===== config.mk =====
export PLATFORM = sky130hd
export DESIGN_NAME = pc_ret_stack
export DESIGN_NICKNAME = d
export VERILOG_FILES = /design/src/rtl/pc_pkg.sv /design/src/rtl/ret_addr_stack.sv /design/src/rtl/pc_ret_stack.sv
export SDC_FILE = /design/constraint.sdc
export NUM_CORES = 1
export LEC_CHECK = 0
export ABC_AREA = 0
export CAP_MARGIN = 20
export CELL_PAD_IN_SITES_DETAIL_PLACEMENT = 2
export CELL_PAD_IN_SITES_GLOBAL_PLACEMENT = 2
export CORE_UTILIZATION = 46
export CTS_BUF_LIST = sky130_fd_sc_hd__clkbuf_4 sky130_fd_sc_hd__clkbuf_8
export DETAILED_ROUTE_END_ITERATION = 8
export PLACE_DENSITY_LB_ADDON = 0.08
export RECOVER_POWER = 100
export SLEW_MARGIN = 15
export SYNTH_ARGS = -nofsm -noshare
export SYNTH_HDL_FRONTEND = slang
export SYNTH_SLANG_ARGS = --single-unit

===== constraint.sdc =====
create_clock -name clock -period 7 [get_ports clock]
set_input_delay 1.4 -clock clock [delete_from_list [all_inputs] [get_ports clock]]
set_output_delay 1.4 -clock clock [all_outputs]
set_load 0.02 [all_outputs]

===== src/rtl/pc_pkg.sv =====
// Shared definitions for the fetch-stage next-PC unit and its return-address stack.
// Holds default widths, next-PC source encodings and instruction field positions.
// Optional build macro used by the top level: PC_RET_STACK_HALT_EN.
package pc_pkg;

  // Default widths
  localparam int ADDR_W_DEF = 12;
  localparam int OFS_W_DEF  = 8;
  localparam int INSTR_W    = 19;

  // Instruction field positions: jump target [11:0], branch offset [7:0]
  localparam int JMP_LSB = 0;
  localparam int JMP_MSB = 11;
  localparam int OFS_LSB = 0;
  localparam int OFS_MSB = 7;

  // Next-PC source select; 2'b11 is reserved and behaves as sequential
  typedef enum logic [1:0] {
    SEL_SEQ = 2'b00,
    SEL_BR  = 2'b01,
    SEL_JMP = 2'b10,
    SEL_RSV = 2'b11
  } sel_e;

  // Fetch address at the default width
  typedef logic [ADDR_W_DEF-1:0] addr_t;

endpackage


===== src/rtl/ret_addr_stack.sv =====
// DEPTH x ADDR_W LIFO holding return addresses; synchronous write, combinational top.
// Latency: push/pop take effect on the next rising edge; top reflects the current sp.
// Backpressure: none; push when full and pop when empty are ignored (caller flags them).
module ret_addr_stack #(
  parameter int ADDR_W = 12,
  parameter int DEPTH  = 8
) (
  input  logic                       clk,
  input  logic                       rst_n,
  input  logic                       push_en,
  input  logic                       pop_en,
  input  logic [ADDR_W-1:0]          wdata,
  output logic [ADDR_W-1:0]          top,
  output logic [$clog2(DEPTH):0]     sp,
  output logic                       full,
  output logic                       empty
);

  localparam int SP_W  = $clog2(DEPTH) + 1;
  localparam int IDX_W = $clog2(DEPTH);

  logic [ADDR_W-1:0] mem_q [DEPTH];
  logic [SP_W-1:0]   sp_q, sp_d, sp_m1;

  assign sp_m1 = sp_q - SP_W'(1);
  assign full  = (sp_q == SP_W'(DEPTH));
  assign empty = (sp_q == '0);
  assign sp    = sp_q;
  // When empty the read index wraps to the last slot; callers never use it then.
  assign top   = mem_q[sp_m1[IDX_W-1:0]];

  // Occupancy next state: pop has priority, both saturate at the bounds
  always_comb begin
    sp_d = sp_q;
    if (pop_en && !empty) begin
      sp_d = sp_m1;
    end else if (push_en && !full) begin
      sp_d = sp_q + SP_W'(1);
    end
  end

  // Occupancy register
  always_ff @(posedge clk or negedge rst_n) begin
    if (!rst_n) begin
      sp_q <= '0;
    end else begin
      sp_q <= sp_d;
    end
  end

  // Entry storage; contents are not reset, only sp defines what is valid
  always_ff @(posedge clk) begin
    if (push_en && !full && !pop_en) begin
      mem_q[sp_q[IDX_W-1:0]] <= wdata;
    end
  end

endmodule


===== src/rtl/pc_ret_stack.sv =====
// Fetch-stage next-PC unit: PC register, next-PC mux, return-address stack, sticky flags.
// Latency: PC is registered, next address appears one cycle after the controls.
// Backpressure: enablePC=0 holds everything; with PC_RET_STACK_HALT_EN an error freezes it.
module pc_ret_stack
  import pc_pkg::*;
#(
  parameter int ADDR_W = ADDR_W_DEF,
  parameter int DEPTH  = 8,
  parameter int OFS_W  = OFS_W_DEF
) (
  input  logic                   clock,
  input  logic                   init_signal,
  input  logic                   enablePC,
  input  logic [INSTR_W-1:0]     allBits,
  input  logic [1:0]             selectAdress,
  input  logic                   push,
  input  logic                   pop,
  input  logic                   RET,
  output logic [ADDR_W-1:0]      PC,
  output logic [$clog2(DEPTH):0] sp,
  output logic                   stackOverflow,
  output logic                   stackUnderflow,
  output logic                   halted
);

  logic [ADDR_W-1:0] pc_q, pc_d, pc_nxt, pc_inc, br_tgt, jmp_tgt, stk_top;
  logic              ovf_q, ovf_d, unf_q, unf_d;
  logic              ovf_evt, unf_evt, active, commit;
  logic              stk_push, stk_pop, stk_full, stk_empty;
  logic              unused_bits;

  // Instruction bits above the jump target are not consumed here
  assign unused_bits = ^allBits[INSTR_W-1:ADDR_W];

  assign pc_inc  = pc_q + ADDR_W'(1);
  assign jmp_tgt = allBits[JMP_LSB +: ADDR_W];
  assign br_tgt  = pc_inc + {{(ADDR_W-OFS_W){allBits[OFS_LSB+OFS_W-1]}},
                             allBits[OFS_LSB +: OFS_W]};

`ifdef PC_RET_STACK_HALT_EN
  logic halt_q, halt_d;
  assign active = enablePC && !halt_q;
  assign halted = halt_q;
`else
  assign active = enablePC;
  assign halted = 1'b0;
`endif

  // Next-PC selection: return/pop beats call, call beats selectAdress
  always_comb begin
    pc_nxt   = pc_inc;
    stk_push = 1'b0;
    stk_pop  = 1'b0;
    ovf_evt  = 1'b0;
    unf_evt  = 1'b0;
    if (RET || pop) begin
      if (stk_empty) begin
        unf_evt = 1'b1;
      end else begin
        stk_pop = 1'b1;
        if (RET) begin
          pc_nxt = stk_top;
        end
      end
    end else if (push) begin
      // The jump of a call is taken even when the return address cannot be saved
      if (stk_full) begin
        ovf_evt = 1'b1;
      end else begin
        stk_push = 1'b1;
      end
      pc_nxt = jmp_tgt;
    end else begin
      case (sel_e'(selectAdress))
        SEL_BR:  pc_nxt = br_tgt;
        SEL_JMP: pc_nxt = jmp_tgt;
        default: pc_nxt = pc_inc;
      endcase
    end
  end

  // Commit gating and sticky flag next state
  always_comb begin
    ovf_d  = ovf_q;
    unf_d  = unf_q;
    commit = 1'b0;
`ifdef PC_RET_STACK_HALT_EN
    halt_d = halt_q;
`endif
    if (active) begin
      ovf_d = ovf_q || ovf_evt;
      unf_d = unf_q || unf_evt;
`ifdef PC_RET_STACK_HALT_EN
      // An error freezes the machine on the very cycle it is detected
      halt_d = halt_q || ovf_evt || unf_evt;
      commit = !(ovf_evt || unf_evt);
`else
      commit = 1'b1;
`endif
    end
    pc_d = commit ? pc_nxt : pc_q;
  end

  // PC and flag registers
  always_ff @(posedge clock or negedge init_signal) begin
    if (!init_signal) begin
      pc_q  <= '0;
      ovf_q <= 1'b0;
      unf_q <= 1'b0;
    end else begin
      pc_q  <= pc_d;
      ovf_q <= ovf_d;
      unf_q <= unf_d;
    end
  end

`ifdef PC_RET_STACK_HALT_EN
  // Halt latch, cleared only by reset
  always_ff @(posedge clock or negedge init_signal) begin
    if (!init_signal) begin
      halt_q <= 1'b0;
    end else begin
      halt_q <= halt_d;
    end
  end
`endif

  ret_addr_stack #(
    .ADDR_W (ADDR_W),
    .DEPTH  (DEPTH)
  ) u_stack (
    .clk     (clock),
    .rst_n   (init_signal),
    .push_en (stk_push && commit),
    .pop_en  (stk_pop && commit),
    .wdata   (pc_inc),
    .top     (stk_top),
    .sp      (sp),
    .full    (stk_full),
    .empty   (stk_empty)
  );

  assign PC             = pc_q;
  assign stackOverflow  = ovf_q;
  assign stackUnderflow = unf_q;

endmodule

==> impl_metrics.sql <==
INSERT INTO impl_metrics (metric_group, metric, value, unit) VALUES
('run_status', 'outcome', 'finished with violations', ''),
('run_status', 'violations', 'capacitance limit, slew limit', ''),
('drt', 'wire_per_inst', '25.8', 'um'),
('timing', 'tightest_slew', '1760', 'ps'),
('grt', 'grt_max_degree', '33', ''),
('grt', 'grt_first_pass_wirelength', '24200', 'um'),
('floorplan', 'boundaryPins', '46', ''),
('setup_path', 'register_to_register_path_setup_slack', '2650', 'ps'),
('cts', 'ctsLongestPathBuffers', '2', ''),
('cts', 'clock_transition_at_path_regs', '70', 'ps'),
('synth', 'postSynthCellCount', '399', ''),
('setup_path', 'end_kind', 'register', ''),
('drt', 'drt-total-wl', '15800', 'um'),
('floorplan', 'die-width', '113', 'um'),
('synth', 'synthesis.nets', '445', ''),
('timing', 'slew_violations', '13', ''),
('floorplan', 'dieHeight', '113', 'um'),
('timing', 'worst_clock_skew', '9.17', 'ps'),
('timing', 'worst_slew_margin_rel', '-0.179', ''),
('drt', 'via_count', '3739', ''),
('finish', 'register_area', '3330', 'sq um'),
('power_and_ir_drop', 'vdd_ir_drop_max', '0.238', 'mV'),
('flow_run', 'max_cap_viol_count', '1', ''),
('cts', 'clk_root_buffer_cell', 'sky130_fd_sc_hd__clkbuf_8', ''),
('placement', 'place.gp.congestion', '0.808', ''),
('min_path', 'worstHoldPathType', 'reg -> reg', ''),
('cts', 'cts_tree', 'built', ''),
('finish', 'multiInputGateArea', '2150', 'sq um'),
('synth', 'part_of_the_yosys_area_used_for_sequential_elements', '0.592', ''),
('synth', 'syn_area', '5630', 'sq um'),
('placement', 'post_dp_cell_area', '6210', 'sq um'),
('setup_path', 'cp_cell_sequence', 'dlygate4sd3_1 > clkbuf_1 > nand2_1 > nor2_1 > nand2_1 > nor3_1 > clkbuf_1', ''),
('timing', 'achievable-frequency', '0.219', 'GHz'),
('power_and_ir_drop', 'pwr_density_cell', '472', 'nW/um^2'),
('synth', 'post_synth_edffs', '96', ''),
('cts', 'cts.repair_timing.setup_buffer_count', '0', ''),
('placement', 'preCtsSetupSlack', '2980', 'ps'),
('synth', 'synthDominantAreaCellType', 'sky130_fd_sc_hd__edfxtp_1', ''),
('timing', 'min_period', '4560', 'ps'),
('finish', 'insertedDiodeCount', '0', ''),
('setup_path', 'critPathMaxFanout', '16', ''),
('cts', 'tritoncts.num_buffers', '17', ''),
('timing', 'final.setup.worst_slack', '2440', 'ps'),
('cts', 'clk_latency', '440', 'ps'),
('finish', 'finish.net_count', '499', ''),
('grt', 'antenna_found_initial', '0', ''),
('floorplan', 'core_area', '12000', 'sq um'),
('timing', 'rsz0062_at_grt', 'no', ''),
('grt', 'first_global_vias', '4040', ''),
('synth', 'netlist_top_cells_area', 'sky130_fd_sc_hd__edfxtp_1, sky130_fd_sc_hd__mux4_2, sky130_fd_sc_hd__dfrtp_1', ''),
('setup_path', 'setup_cp_type', 'in -> reg', ''),
('finish', 'flow.area_growth_from_synthesis', '15.9', '%'),
('cts', 'cts_resized', '0', ''),
('synth', 'synth_async_sr_flop_share', '0.158', ''),
('setup_path', 'cpMaxStageDelayCell', 'sky130_fd_sc_hd__clkbuf_1', ''),
('setup_path', 'cp.buffers_inverters', '3', ''),
('synth', 'synthFlopType', 'sky130_fd_sc_hd__edfxtp_1', ''),
('floorplan', 'floorplan.initialDensity', '0.470', ''),
('power_and_ir_drop', 'power.leakage', '0.00230', 'uW'),
('timing', 'final.setup.tns', '0', 'ps'),
('drt', 'drc_errors', '0', ''),
('synth', 'synthMostInstantiatedCell', 'sky130_fd_sc_hd__edfxtp_1', ''),
('placement', 'hpwlAfterDp', '11000', 'um'),
('cts', 'hold_buffer_count_at_cts', '0', ''),
('floorplan', 'die-area', '12700', 'sq um'),
('drt', 'drt-initial-drc-count', '357', ''),
('setup_path', 'worstPathRequired', '7070', 'ps'),
('cts', 'clock_tree.htree_level_count', '4', ''),
('setup_path', 'crit_path_start_kind', 'primary input', ''),
('power_and_ir_drop', 'power', '3080', 'uW'),
('timing', 'final_min_period_over_clock_period', '0.651', '');
[worst register-to-register path, delay by kind of cell, from the launching register on]
kind,cells,cell delay (ps)
XOR/XNOR,2,1060
AO/OA/AOI/OAI,3,1480
adder cells (fa/ha/maj),2,820
AND/OR/NAND/NOR,2,310
flip-flops,1,580
[routing by layer]
metal	wire [um]	share of wire	GRT usage
met1	7150	0.45	0.361
met2	7850	0.50	0.447
met3	661	0.042	0.0556
met4	162	0.010	0.0702
met5	0	0	0
[registers in the layout (all words and copies together) (netlist names)]
| signal | flops |
|---|---|
| stackUnderflow | 1 |
| u_stack.sp | 4 |
| u_stack.mem_q | 96 |
| stackOverflow | 1 |
| PC | 12 |
[power by group]
group | internal, uW | switching, uW
Sequential | 924 | 94.8
Combinational | 588 | 881
Clock | 311 | 279
[cells by family after synthesis]
group           after synthesis  share of synthesized area
compound gates               82                      0.104
xor+xnor                     22                     0.0356
fa+ha+maj                    19                     0.0436
buf+inv                      28                     0.0231
flops                       114                      0.592
mux                          37                      0.120
other cells                   1                   0.000666
simple gates                 96                     0.0814
[path summary, 6_finish.rpt]
check                                from                   end  cells after the start
setup reg to reg                    PC[0]                 PC[7]                      9
min in group asynchronous     init_signal         u_stack.sp[2]                      1
hold / removal             stackUnderflow        stackUnderflow                      1
setup / recovery                 enablePC  u_stack.mem_q[4][10]                      7
hold reg to reg            stackUnderflow        stackUnderflow                      1
max in group asynchronous     init_signal         u_stack.sp[0]                      1
[area by class of cell]
type,instances,share of cell area
tap,147,0.0282
inverter,12,0.00691
sequential,114,0.511
timing repair buffer,51,0.0671
clock inverter,15,0.0217
clock buffer,17,0.0359
multi-input combinational,257,0.329
[layout by cell type (no fill, tap or decap), types with 14 or more instances in the layout]
cell                              Yosys  routed
sky130_fd_sc_hd__a21oi_1             15      15
sky130_fd_sc_hd__o21ai_0             10      14
sky130_fd_sc_hd__mux4_2              24      24
sky130_fd_sc_hd__edfxtp_1            96      96
sky130_fd_sc_hd__nor2_1              26      26
sky130_fd_sc_hd__dlygate4sd3_1        0      20
sky130_fd_sc_hd__clkbuf_8             0      17
sky130_fd_sc_hd__clkdlybuf4s50_1      0      17
sky130_fd_sc_hd__ha_1                18      18
sky130_fd_sc_hd__dfrtp_1             18      17
sky130_fd_sc_hd__xnor2_1             16      16
sky130_fd_sc_hd__nand2_1             29      29
[per-stage QoR]
stage / std cells / utilization
6_report: 613 / 0.545
5_1_grt: 613 / 0.545
4_1_cts: 613 / 0.551
3_5_place_dp: 581 / 0.519
3_3_place_gp: 580 / 0.519
2_1_floorplan: 399 / -
Power figures use the tool's default switching activity.
